--- src/rtl/core_seq_ctrl.sv ---
// ============================================================================
// core_seq_ctrl
// ----------------------------------------------------------------------------
// Multi-cycle sequencer for the RV32I datapath (decode -> regfile -> alu).
// It fetches one instruction at a time over a req/ack instruction-memory port
// and holds the word stable in 'inst' for decode. It pulses the regfile write
// enable once per instruction and advances the PC, either sequentially or to a
// taken branch target.
//
// State flow: IDLE -> FETCH -> DECODE -> EXEC -> WB -> FETCH ...
// HALT is terminal and can only be left through the reset input.
// With an ack in the first FETCH cycle, each instruction takes 4 cycles.
//
// Parameters
//   RESET_PC       PC value loaded on reset
//   FETCH_TIMEOUT  FETCH cycles allowed without imem_ack before error halt (>=2)
//
// Ports
//   clk         in   1   clock, rising edge
//   rest        in   1   reset, asynchronous, active-high
//   start       in   1   begin execution; only looked at in IDLE
//   imem_req    out  1   instruction fetch request (high throughout FETCH)
//   imem_addr   out  32  fetch address, always equal to pc
//   imem_ack    in   1   fetch complete; imem_rdata valid in the same cycle
//   imem_rdata  in   32  fetched instruction word
//   inst        out  32  latched instruction presented to decode
//   br_taken    in   1   branch decision from alu/branch unit, valid in EXEC
//   br_target   in   32  next PC when br_taken, valid in EXEC
//   rf_we       out  1   regfile write enable, single-cycle pulse in WB
//   pc          out  32  current PC
//   busy        out  1   high in every state except IDLE and HALT
//   halted      out  1   high in HALT
//   err         out  1   sticky: fetch timeout or misaligned branch target
//
// Optional feature (macro CTRL_PERF_CNT_EN)
//   When defined, two extra outputs appear:
//     cycle_cnt    [31:0]  increments on every cycle with busy=1
//     instret_cnt  [31:0]  increments on every WB cycle
//   Both clear on reset, wrap at 2^32 and hold still in IDLE/HALT.
//   When undefined, the ports and counters are absent and nothing else
//   changes.
// ============================================================================
module core_seq_ctrl #(
    parameter logic [31:0] RESET_PC      = 32'h0000_0000,
    parameter int          FETCH_TIMEOUT = 16
) (
    input  logic        clk,
    input  logic        rest,
    input  logic        start,
    output logic        imem_req,
    output logic [31:0] imem_addr,
    input  logic        imem_ack,
    input  logic [31:0] imem_rdata,
    output logic [31:0] inst,
    input  logic        br_taken,
    input  logic [31:0] br_target,
    output logic        rf_we,
    output logic [31:0] pc,
    output logic        busy,
    output logic        halted,
    output logic        err
`ifdef CTRL_PERF_CNT_EN
    ,
    output logic [31:0] cycle_cnt,
    output logic [31:0] instret_cnt
`endif
);

    // Reset value of the instruction register is the canonical nop (addi x0,x0,0),
    // so decode never sees garbage before the first fetch completes.
    localparam logic [31:0] NOP_INST = 32'h0000_0013;

    localparam logic [6:0] OPC_SYSTEM = 7'b1110011;
    localparam logic [6:0] OPC_STORE  = 7'b0100011;
    localparam logic [6:0] OPC_BRANCH = 7'b1100011;

    // The counter only has to reach FETCH_TIMEOUT-1, so clog2 bits are enough.
    localparam int                CNT_W    = (FETCH_TIMEOUT > 2) ? $clog2(FETCH_TIMEOUT) : 1;
    localparam logic [CNT_W-1:0]  CNT_LAST = CNT_W'(FETCH_TIMEOUT - 1);

    typedef enum logic [2:0] {
        IDLE   = 3'd0,
        FETCH  = 3'd1,
        DECODE = 3'd2,
        EXEC   = 3'd3,
        WB     = 3'd4,
        HALT   = 3'd5
    } state_t;

    state_t           state;
    state_t           next_state;

    logic [CNT_W-1:0] cnt;
    logic             br_taken_q;
    logic [31:0]      br_target_q;

    // Load/update strobes produced by the next-state logic for the datapath registers.
    logic             inst_load;
    logic             cnt_clr;
    logic             cnt_inc;
    logic             err_set;
    logic             br_load;
    logic             pc_load;
    logic             writes_rd;

    // The PC drives the fetch address directly; it only changes in WB,
    // so the address stays stable for the whole FETCH phase.
    assign imem_addr = pc;

    // A write to the register file happens only when the instruction
    // produces a result and the destination is not x0.
    assign writes_rd = (inst[6:0] != OPC_STORE) &&
                       (inst[6:0] != OPC_BRANCH) &&
                       (inst[11:7] != 5'd0);

    // State register. Because reset is asynchronous, imem_req (decoded from
    // the state) drops as soon as reset asserts, even in the middle of a fetch.
    always_ff @(posedge clk or posedge rest) begin
        if (rest) begin
            state <= IDLE;
        end else begin
            state <= next_state;
        end
    end

    // Next-state and output decode. Every output and strobe gets its idle
    // value first, and each state then raises only what it needs.
    always_comb begin
        next_state = state;
        imem_req   = 1'b0;
        rf_we      = 1'b0;
        busy       = 1'b0;
        halted     = 1'b0;
        inst_load  = 1'b0;
        cnt_clr    = 1'b0;
        cnt_inc    = 1'b0;
        err_set    = 1'b0;
        br_load    = 1'b0;
        pc_load    = 1'b0;

        case (state)
            IDLE: begin
                if (start) begin
                    next_state = FETCH;
                end
            end

            // An ack always takes priority, including in the last allowed
            // cycle, so a slow but successful fetch is never flagged.
            FETCH: begin
                imem_req = 1'b1;
                busy     = 1'b1;
                if (imem_ack) begin
                    inst_load  = 1'b1;
                    cnt_clr    = 1'b1;
                    next_state = DECODE;
                end else if (cnt == CNT_LAST) begin
                    err_set    = 1'b1;
                    cnt_clr    = 1'b1;
                    next_state = HALT;
                end else begin
                    cnt_inc = 1'b1;
                end
            end

            DECODE: begin
                busy       = 1'b1;
                next_state = EXEC;
            end

            // ECALL/EBREAK is a clean stop, so it is checked before the branch
            // alignment test. It halts without an error and leaves the PC alone.
            EXEC: begin
                busy    = 1'b1;
                br_load = 1'b1;
                if (inst[6:0] == OPC_SYSTEM) begin
                    next_state = HALT;
                end else if (br_taken && (br_target[1:0] != 2'b00)) begin
                    err_set    = 1'b1;
                    next_state = HALT;
                end else begin
                    next_state = WB;
                end
            end

            WB: begin
                busy       = 1'b1;
                rf_we      = writes_rd;
                pc_load    = 1'b1;
                next_state = FETCH;
            end

            HALT: begin
                halted = 1'b1;
            end

            default: begin
                next_state = IDLE;
            end
        endcase
    end

    // Datapath registers: PC, instruction latch, timeout counter, captured
    // branch outcome and the sticky error flag. Outside the strobes above they
    // hold their value, which keeps pc and inst frozen in HALT.
    always_ff @(posedge clk or posedge rest) begin
        if (rest) begin
            pc          <= RESET_PC;
            inst        <= NOP_INST;
            cnt         <= '0;
            br_taken_q  <= 1'b0;
            br_target_q <= 32'h0000_0000;
            err         <= 1'b0;
        end else begin
            if (inst_load) begin
                inst <= imem_rdata;
            end
            if (cnt_clr) begin
                cnt <= '0;
            end else if (cnt_inc) begin
                cnt <= cnt + CNT_W'(1);
            end
            if (br_load) begin
                br_taken_q  <= br_taken;
                br_target_q <= br_target;
            end
            if (err_set) begin
                err <= 1'b1;
            end
            // The sequential step relies on natural 32-bit wrap, so 0xFFFF_FFFC goes to 0.
            if (pc_load) begin
                pc <= br_taken_q ? br_target_q : (pc + 32'd4);
            end
        end
    end

`ifdef CTRL_PERF_CNT_EN
    // Performance counters. Both key off the decoded state, so they stop
    // automatically in IDLE and HALT.
    always_ff @(posedge clk or posedge rest) begin
        if (rest) begin
            cycle_cnt   <= 32'h0000_0000;
            instret_cnt <= 32'h0000_0000;
        end else begin
            if (busy) begin
                cycle_cnt <= cycle_cnt + 32'd1;
            end
            if (state == WB) begin
                instret_cnt <= instret_cnt + 32'd1;
            end
        end
    end
`else
    // No performance counters in this build.
`endif

endmodule

--- config.mk ---
export PLATFORM = sky130hd
export DESIGN_NAME = core_seq_ctrl
export DESIGN_NICKNAME = d
export VERILOG_FILES = /design/src/rtl/core_seq_ctrl.sv
export SDC_FILE = /design/constraint.sdc
export NUM_CORES = 1
export LEC_CHECK = 0
export CAP_MARGIN = 5
export CORE_MARGIN = 5
export CORE_UTILIZATION = 30
export DETAILED_ROUTE_END_ITERATION = 16
export HOLD_SLACK_MARGIN = 0.03
export SETUP_SLACK_MARGIN = 0.3
export SYNTH_ARGS = -nofsm -noshare
export SYNTH_HDL_FRONTEND = slang
export SYNTH_SLANG_ARGS = --single-unit
export TNS_END_PERCENT = 5
--- constraint.sdc ---
create_clock -name clk -period 8.4 [get_ports clk]
set_input_delay 2.52 -clock clk [delete_from_list [all_inputs] [get_ports clk]]
set_output_delay 2.52 -clock clk [all_outputs]
set_load 0.02 [all_outputs]
After elaboration in Yosys (flattened, before gate mapping)
Cells that the tools add are included.
Widths: inputs -> output; s select.
{"block": "word_totals", "latchBits": 0, "out_inout_bits": 101, "wordCells": 57, "ff_bits": 105, "n_memories": 0, "mem_bits_rw": 0, "rom_bits": 0, "in_bits": 69}
{"block": "classes", "div_mod_pow": 0, "n_mul": 0, "reduce_logical": 9, "n_eq_ne": 11, "muxes": 27, "n_bitwise": 1, "n_addsub": 2, "n_lt_le_gt_ge": 0, "n_shift": 0}
{"cell": "$add 32x3->32 const B", "count": 1}
{"cell": "$mux 32", "count": 1}
{"cell": "$mux 1", "count": 19}
{"cell": "$pmux 3 s6", "count": 1}
{"cell": "$mux 3", "count": 3}
{"cell": "$mux 4", "count": 2}
{"cell": "$eq 7x7->1 const B", "count": 1}
{"cell": "$ne 7x6->1 const B", "count": 1}
{"cell": "$ne 7x7->1 const B", "count": 1}
{"cell": "$eq 3x2->1 const B", "count": 2}
{"cell": "$eq 3x3->1 const B", "count": 2}
{"cell": "$reduce_bool 5->1", "count": 1}
{"cell": "$add 4x1->4 const B", "count": 1}
{"cell": "$eq 4x4->1 const B", "count": 1}
{"cell": "$reduce_bool 2->1", "count": 2}
{"cell": "$reduce_or 4->1", "count": 1}
{"cell": "$eq 3x1->1 const B", "count": 1}
{"cell": "$logic_and 1x1->1", "count": 3}
{"cell": "$logic_not 3->1", "count": 1}
{"cell": "$ne 3x3->1 const B", "count": 1}
{"cell": "$reduce_and 3->1", "count": 1}
{"cell": "$ne 2x2->1 const B", "count": 1}
{"cell": "$pmux 1 s2", "count": 1}
{"cell": "$not 1->1", "count": 1}

Depth between registers and ports, before layout
Gate-level depths: netlist of the first run.
{"block": "depth", "depth_word": 6, "ltp_mapped": 8, "mapped_depth_nobuf": 6}

Worst setup path before layout of the first run
Ideal clock, no wire load.
{"block": "synth_path", "path_type": "flip-flop to output port", "startpoint": "register state[1]", "endpoint": "output rf_we", "setup_slack_ps": 4345, "n_path_buf": 3, "t_required_ps": 5880, "arrival_ps": 1535, "stages_incl_launch_ff": 7, "cell_sequence": "dfrtp_1 clkbuf_1 nor2_1 and2_1 buf_2 clkbuf_1 o221a_2"}
{"block": "synth_via", "elab_chain_cells": 2}
{"element": "start: declaration", "line": "90", "rtl": "state_t state;"}
{"element": "start signal: assignment", "line": "122", "rtl": "state <= next_state;"}
{"element": "$eq 3x3->1", "line": "141", "rtl": "case (state)"}
{"element": "$mux 1", "line": "141"}
{"element": "end: declaration", "line": "57", "rtl": "output logic rf_we,"}
Every way passes these cells.

Worst setup path in the final report of the first run
{"block": "layout_path", "startpoint": "register inst[7]", "endpoint": "output rf_we"}
{"block": "layout_via", "elab_chain_cells": 3}
{"element": "start: declaration", "line": "54", "rtl": "output logic [31:0] inst,"}
{"element": "start signal: assignment", "line": "216", "rtl": "inst <= imem_rdata;"}
{"element": "$reduce_bool 5->1", "line": "114", "rtl": "(inst[11:7] != 5'd0);"}
{"element": "$logic_and 1x1->1", "line": "113", "rtl": "(inst[6:0] != OPC_BRANCH) &&"}
{"element": "$mux 1", "line": "141"}
Every way passes these cells.

==> results of run 1 <==
==> registers in the layout, indices dropped and copies added (netlist names) <==
signal	count
imem_addr	32
err	1
br_target_q	32
br_taken_q	1
cnt	4
inst	32
state	3
==> routing by layer <==
| metal | global-route usage | share of wire | vias up |
|---|---|---|---|
| met1 | 0.176 | 0.42 | 2020 |
| met5 | 0 | 0.0015 | - |
| met3 | 0.0455 | 0.087 | 18 |
| li1 | - | - | 1945 |
| met2 | 0.229 | 0.48 | 143 |
| met4 | 0.0434 | 0.013 | 4 |
==> cells in the mapped netlist (all sizes together) (6+ instances only) <==
library cell | number | area, sq um
a21oi | 23 | 115
a311oi | 8 | 76.3
and3 | 10 | 62.6
buf | 39 | 275
clkbuf | 19 | 72.6
dfrtp | 102 | 2550
inv | 6 | 22.5
mux2 | 69 | 777
nand2 | 31 | 119
nand3 | 15 | 85.1
nor2 | 25 | 104
nor3 | 17 | 106
o21ai | 32 | 160
or3 | 9 | 56.3
==> layout make-up <==
type / instances / area [sq um] / area share
clock buffer: 10 / 239 / 0.0332
sequential: 105 / 2630 / 0.366
inverter: 7 / 28.8 / 0.00400
tap: 225 / 282 / 0.0391
clock inverter: 6 / 105 / 0.0146
timing repair buffer: 175 / 1740 / 0.241
multi-input combinational: 298 / 2170 / 0.302
==> metrics by stage <==
stage	hold WS, ns	instance area [sq um]
floorplan	0.473	5180
global placement	0.467	6850
detailed placement	0.481	6850
CTS	0.505	7200
global route	0.523	7200
finish	0.490	7200
==> worst max-delay path by stage <==
| stage | startpoint | endpoint | slack (ns) |
|---|---|---|---|
| floorplan | rest | br_taken_q | 3.12 |
| finish | inst[7] | rf_we | 3.76 |
| detailed placement | rest | br_target_q[29] | 4.11 |
| global route | inst[7] | rf_we | 3.70 |
| CTS | inst[7] | rf_we | 3.73 |
| global placement | rest | br_target_q[28] | 4.17 |
==> cell families after synthesis <==
| kind of cell | synth area share |
|---|---|
| compound gates | 0.118 |
| mux | 0.156 |
| fa+ha+maj | 0.00483 |
| flops | 0.508 |
| xor+xnor | 0.00169 |
| buf+inv | 0.0722 |
| simple gates | 0.140 |
==> worst register-to-register path, cell delays in order, from the launching register on <==
cell and delay (ns):
dfrtp_1 0.50, ha_1 0.27, nand3_1 0.17, or3_1 0.59, nor2_4 0.22, a311oi_1 0.12
a311oi_2 0.26
==> where the power goes <==
part	internal [W]	switching, W
Combinational	0.000741	0.000720
Clock	0.000298	0.000186
Sequential	0.000765	0.000246
Total	0.00180	0.00115
==> results.sh, run 1 <==
export IMPL_outcome="completed"
export IMPL_net_count_synth=539
export IMPL_layout_common_cells="clkdlybuf4s50_1, dfrtp_1, mux2_2, o21ai_0, nand2_1"
export IMPL_syn_avg_cell_area_sq_um=11.1
export IMPL_route_final_wire_length_mm=13.9
export IMPL_port_buffers=169
export IMPL_antenna_cells=0
export IMPL_critical_path_top_delay_family="buffers and inverters"
export IMPL_die_width_um=141
export IMPL_drcViolationCount=0
export IMPL_critical_path_max_stage_delay_ns=0.56
export IMPL_global_route_usage_total=0.140
export IMPL_worstSetupPathDepth=3
export IMPL_grt_pass1_wl_mm=22.4
export IMPL_max_cap_violations=0
export IMPL_final_min_period_over_clock_period=0.553
export IMPL_reg2reg_slack_ns=6.18
export IMPL_vdd_ir_drop_worst_mv=0.189
export IMPL_placedCellCount=810
export IMPL_clk_latency_ns=0.35
export IMPL_cts_root_buffer_cell="clkbuf_16"
export IMPL_rsz0062_at_grt="no"
export IMPL_synth_main_ff_cell="dfrtp_1"
export IMPL_hp_start="err"
export IMPL_depth_of_the_worst_register_to_register_path=6
export IMPL_clock_tree_htree_level_count=3
export IMPL_cts_clk_slew_worst_paths_ns=0.07
export IMPL_cell_by_cell_listing_of_the_critical_path="or4_1 -> o221a_2 -> clkdlybuf4s50_1"
export IMPL_end_kind="primary output"
export IMPL_finalWeightedCongestion=0.805
export IMPL_router_iterations_before_antenna_repair=5
export IMPL_post_synthesis_sequential_element_count=105
export IMPL_totalPowerFinal_w=0.00296
export IMPL_clock_tree_buf_depth=2
export IMPL_fillerInstances=1625
export IMPL_fin_skew_ns=0.0104
export IMPL_cts_repair_resized=0
export IMPL_syn_instance_count=468
export IMPL_cpMaxStageDelayCell="clkdlybuf4s50_1"
export IMPL_synth_seq_area_share=0.508
export IMPL_initial_cell_density_of_the_core=0.303
export IMPL_initial_antenna_violation_count=2
export IMPL_chipHeight_um=141
export IMPL_tritoncts="yes"
export IMPL_worst_pin_slew_ns=0.903
export IMPL_post_cts_setup_buffer_count=0
export IMPL_hold_path_depth=1
export IMPL_drv_slew=0
export IMPL_path_class="reg -> out"
export IMPL_cts_hold_buf=0
export IMPL_via_per_instance_ratio=5.00
export IMPL_synth_edf_count=0
export IMPL_die_area_sq_mm=0.0200
export IMPL_antenna_left=0
export IMPL_cellPowerDensity_mw_per_mm2=411
export IMPL_pre_cts_ws_ns=4.11
export IMPL_post_dp_hpwl_mm=10.1
export IMPL_clock_sinks=105
export IMPL_p_leak_nw=2.82
export IMPL_finish_cell_count_without_fillers=826
export IMPL_layout_min_cycle_time_ns=4.64
export IMPL_post_route_util=0.420
export IMPL_synth_cell_types=62
export IMPL_maximum_number_of_pins_on_one_net_before_global_route_repair=71
export IMPL_crit_path_max_fanout=3
export IMPL_io_pins=170
export IMPL_synth_cell_area_sq_mm=0.00518
export IMPL_maxClockFrequency_mhz=215
export IMPL_overflow=0
export IMPL_yosysWarnings=0
export IMPL_critPathArrivalTime_ns=2.12
export IMPL_hold_violations=0
export IMPL_finalSetupViolCount=0
export IMPL_final_nets=667
export IMPL_min_to="err"
export IMPL_rr_startpoint="imem_addr[2]"
export IMPL_worst_endpoint_required_ns=5.88
export IMPL_core_footprint_sq_mm=0.0171
export IMPL_regToRegEndpoint="imem_addr[24]"
export IMPL_drive_gt1_frac=0.176
export IMPL_drtIter0Drc=226
export IMPL_setup_tns_final_ns=0
export IMPL_min_path_type="reg -> reg"
export IMPL_max_slew_margin_rel=0.398
export IMPL_layout_commonest_cell="clkdlybuf4s50_1"
export IMPL_ys_async_sr_fraction=1.00
export IMPL_wl_per_cell_um=16.8
export IMPL_num_rows=48
export IMPL_timing_critical_path_from_type="flop"
export IMPL_syn_to_final_growth_pct=38.9
export IMPL_cts_made_buffers=9
export IMPL_post_route_worst_setup_slack_ns=3.76
export IMPL_cp_num_buf_inv=1
export IMPL_grt_pass1_vias=4270
export IMPL_vias=4130
Power figures use the tool's default switching activity.
==> inputs of run 2 (changes only) <==
clock period = 4.7 ns   (was 8.4 ns; I/O delays follow)
==> run 2 against run 1 <==
Sequential power rose by 79%. Register-to-register slack worse by 3.7 ns. Clock skew fell by 0.0029 ns. First-iteration DRC count decreased by 8.0%. Sequential share of layout area is 0.20 points higher. Non-clock buffer count grew 1. Critical path depth is the same. Routed wire length increased by 1.9%. Utilization decreased by 0.23 points. Final area fell by 0.54%. Die area stayed put. Largest cell class unchanged. Largest power group unchanged. Highest routed layer unchanged.
==> results.sh, run 2 (synthesis gave the netlist of run 1 again) <==
export IMPL_min_path_type="reg -> reg"
export IMPL_layout_min_cycle_time_ns=3.48
export IMPL_grt_pass1_wl_mm=22.7
export IMPL_crit_path_max_fanout=3
export IMPL_hold_violations=0
export IMPL_depth_of_the_worst_register_to_register_path=6
export IMPL_reg2reg_slack_ns=2.51
export IMPL_cellPowerDensity_mw_per_mm2=725
export IMPL_finalSetupViolCount=0
export IMPL_path_class="reg -> out"
export IMPL_vdd_ir_drop_worst_mv=0.465
export IMPL_critPathArrivalTime_ns=2.07
export IMPL_timing_critical_path_from_type="flop"
export IMPL_wl_per_cell_um=17.1
export IMPL_initial_cell_density_of_the_core=0.303
export IMPL_maxClockFrequency_mhz=287
export IMPL_router_iterations_before_antenna_repair=4
export IMPL_syn_to_final_growth_pct=38.2
export IMPL_via_per_instance_ratio=4.97
export IMPL_port_buffers=169
export IMPL_placedCellCount=811
export IMPL_core_footprint_sq_mm=0.0171
export IMPL_num_rows=48
export IMPL_worst_pin_slew_ns=0.831
export IMPL_drv_slew=0
export IMPL_route_final_wire_length_mm=14.2
export IMPL_finish_cell_count_without_fillers=827
export IMPL_drtIter0Drc=208
export IMPL_layout_common_cells="clkdlybuf4s50_1, dfrtp_1, mux2_2, o21ai_0, nand2_1"
export IMPL_post_cts_setup_buffer_count=0
export IMPL_post_route_cell_area_sq_mm=0.00716
export IMPL_clock_sinks=105
export IMPL_p_leak_nw=2.79
export IMPL_initial_antenna_violation_count=3
export IMPL_max_cap_violations=0
export IMPL_vias=4113
export IMPL_clock_tree_htree_level_count=3
export IMPL_cts_root_buffer_cell="clkbuf_16"
export IMPL_layout_commonest_cell="clkdlybuf4s50_1"
export IMPL_outcome="completed"
export IMPL_antenna_cells=0
export IMPL_cts_hold_buf=0
export IMPL_fin_skew_ns=0.00750
export IMPL_worst_endpoint_required_ns=3.29
export IMPL_crit_end="rf_we"
export IMPL_end_kind="primary output"
export IMPL_drcViolationCount=0
export IMPL_antenna_left=0
export IMPL_grt_pass1_vias=4309
export IMPL_clock_tree_buf_depth=2
export IMPL_finalWeightedCongestion=0.836
export IMPL_die_area_sq_mm=0.0200
export IMPL_setup_tns_final_ns=0
export IMPL_rr_startpoint="imem_addr[2]"
export IMPL_post_dp_hpwl_mm=10.2
export IMPL_overflow=0
export IMPL_final_nets=668
export IMPL_die_width_um=141
export IMPL_placed_area_sq_mm=0.00686
export IMPL_rsz0062_at_grt="no"
export IMPL_cts_made_buffers=9
export IMPL_cts_clk_slew_worst_paths_ns=0.07
export IMPL_chipHeight_um=141
export IMPL_regToRegEndpoint="imem_addr[24]"
export IMPL_tritoncts="yes"
export IMPL_drive_gt1_frac=0.176
export IMPL_clk_latency_ns=0.35
export IMPL_final_min_period_over_clock_period=0.741
export IMPL_timing_critical_path_from="inst[7]"
export IMPL_io_pins=170
export IMPL_max_slew_margin_rel=0.443
export IMPL_cts_repair_resized=0
export IMPL_maximum_number_of_pins_on_one_net_before_global_route_repair=54
export IMPL_global_route_usage_total=0.142
[run 2: area by class of cell]
| cell class | count | area, sq um |
|---|---|---|
| Fill cell | 1693 | 9960 |
| Tap cell | 225 | 282 |
| Clock buffer | 11 | 243 |
| Sequential cell | 105 | 2630 |
| Inverter | 7 | 28.8 |
| Multi-Input combinational cell | 298 | 2170 |
| Clock inverter | 5 | 55.1 |
| Timing Repair Buffer | 176 | 1740 |
[run 2: where the power goes]
part / total (W) / internal, W / leakage [nW] / switching [W]
Clock: 0.000765 / 0.000426 / 0.142 / 0.000339
Combinational: 0.00262 / 0.00133 / 1.41 / 0.00129
Sequential: 0.00181 / 0.00137 / 1.24 / 0.000440
[run 2: critical path, stage by stage (launching register included)]
cell and delay (ns):
dfrtp_1 0.39, or4_1 0.53, o221a_2 0.27, clkdlybuf4s50_1 0.54
[run 2: how the worst min path moves through the flow]
stage,cells after the start,slack (ns),start,endpoint
after floorplan,1,0.47,br_target_q[30],br_target_q[30]
after global placement,1,0.47,inst[14],inst[14]
after detailed placement,1,0.47,err,err
after CTS,1,0.50,err,err
after global routing,1,0.52,br_target_q[16],br_target_q[16]
final,1,0.50,err,err
[run 2: layer usage]
metal  vias up  wire (um)  global-route usage
met5         -         41                   0
met4         6        249              0.0556
met3        24       1060              0.0455
met2       146       6700               0.226
met1      2008       6100               0.181
li1       1929          -                   -
[run 2: metrics by stage]
stage | setup WS (ns) | hold slack [ns] | util | power (W)
6_report | 1.22 | 0.501 | 0.418 | 0.00519
5_1_grt | 1.13 | 0.523 | 0.418 | 0.00552
4_1_cts | 1.18 | 0.502 | 0.418 | 0.00526
3_5_place_dp | 1.58 | 0.475 | 0.401 | 0.00446
3_3_place_gp | 1.58 | 0.471 | 0.401 | 0.00439
2_1_floorplan | 0.534 | 0.473 | - | 0.00342
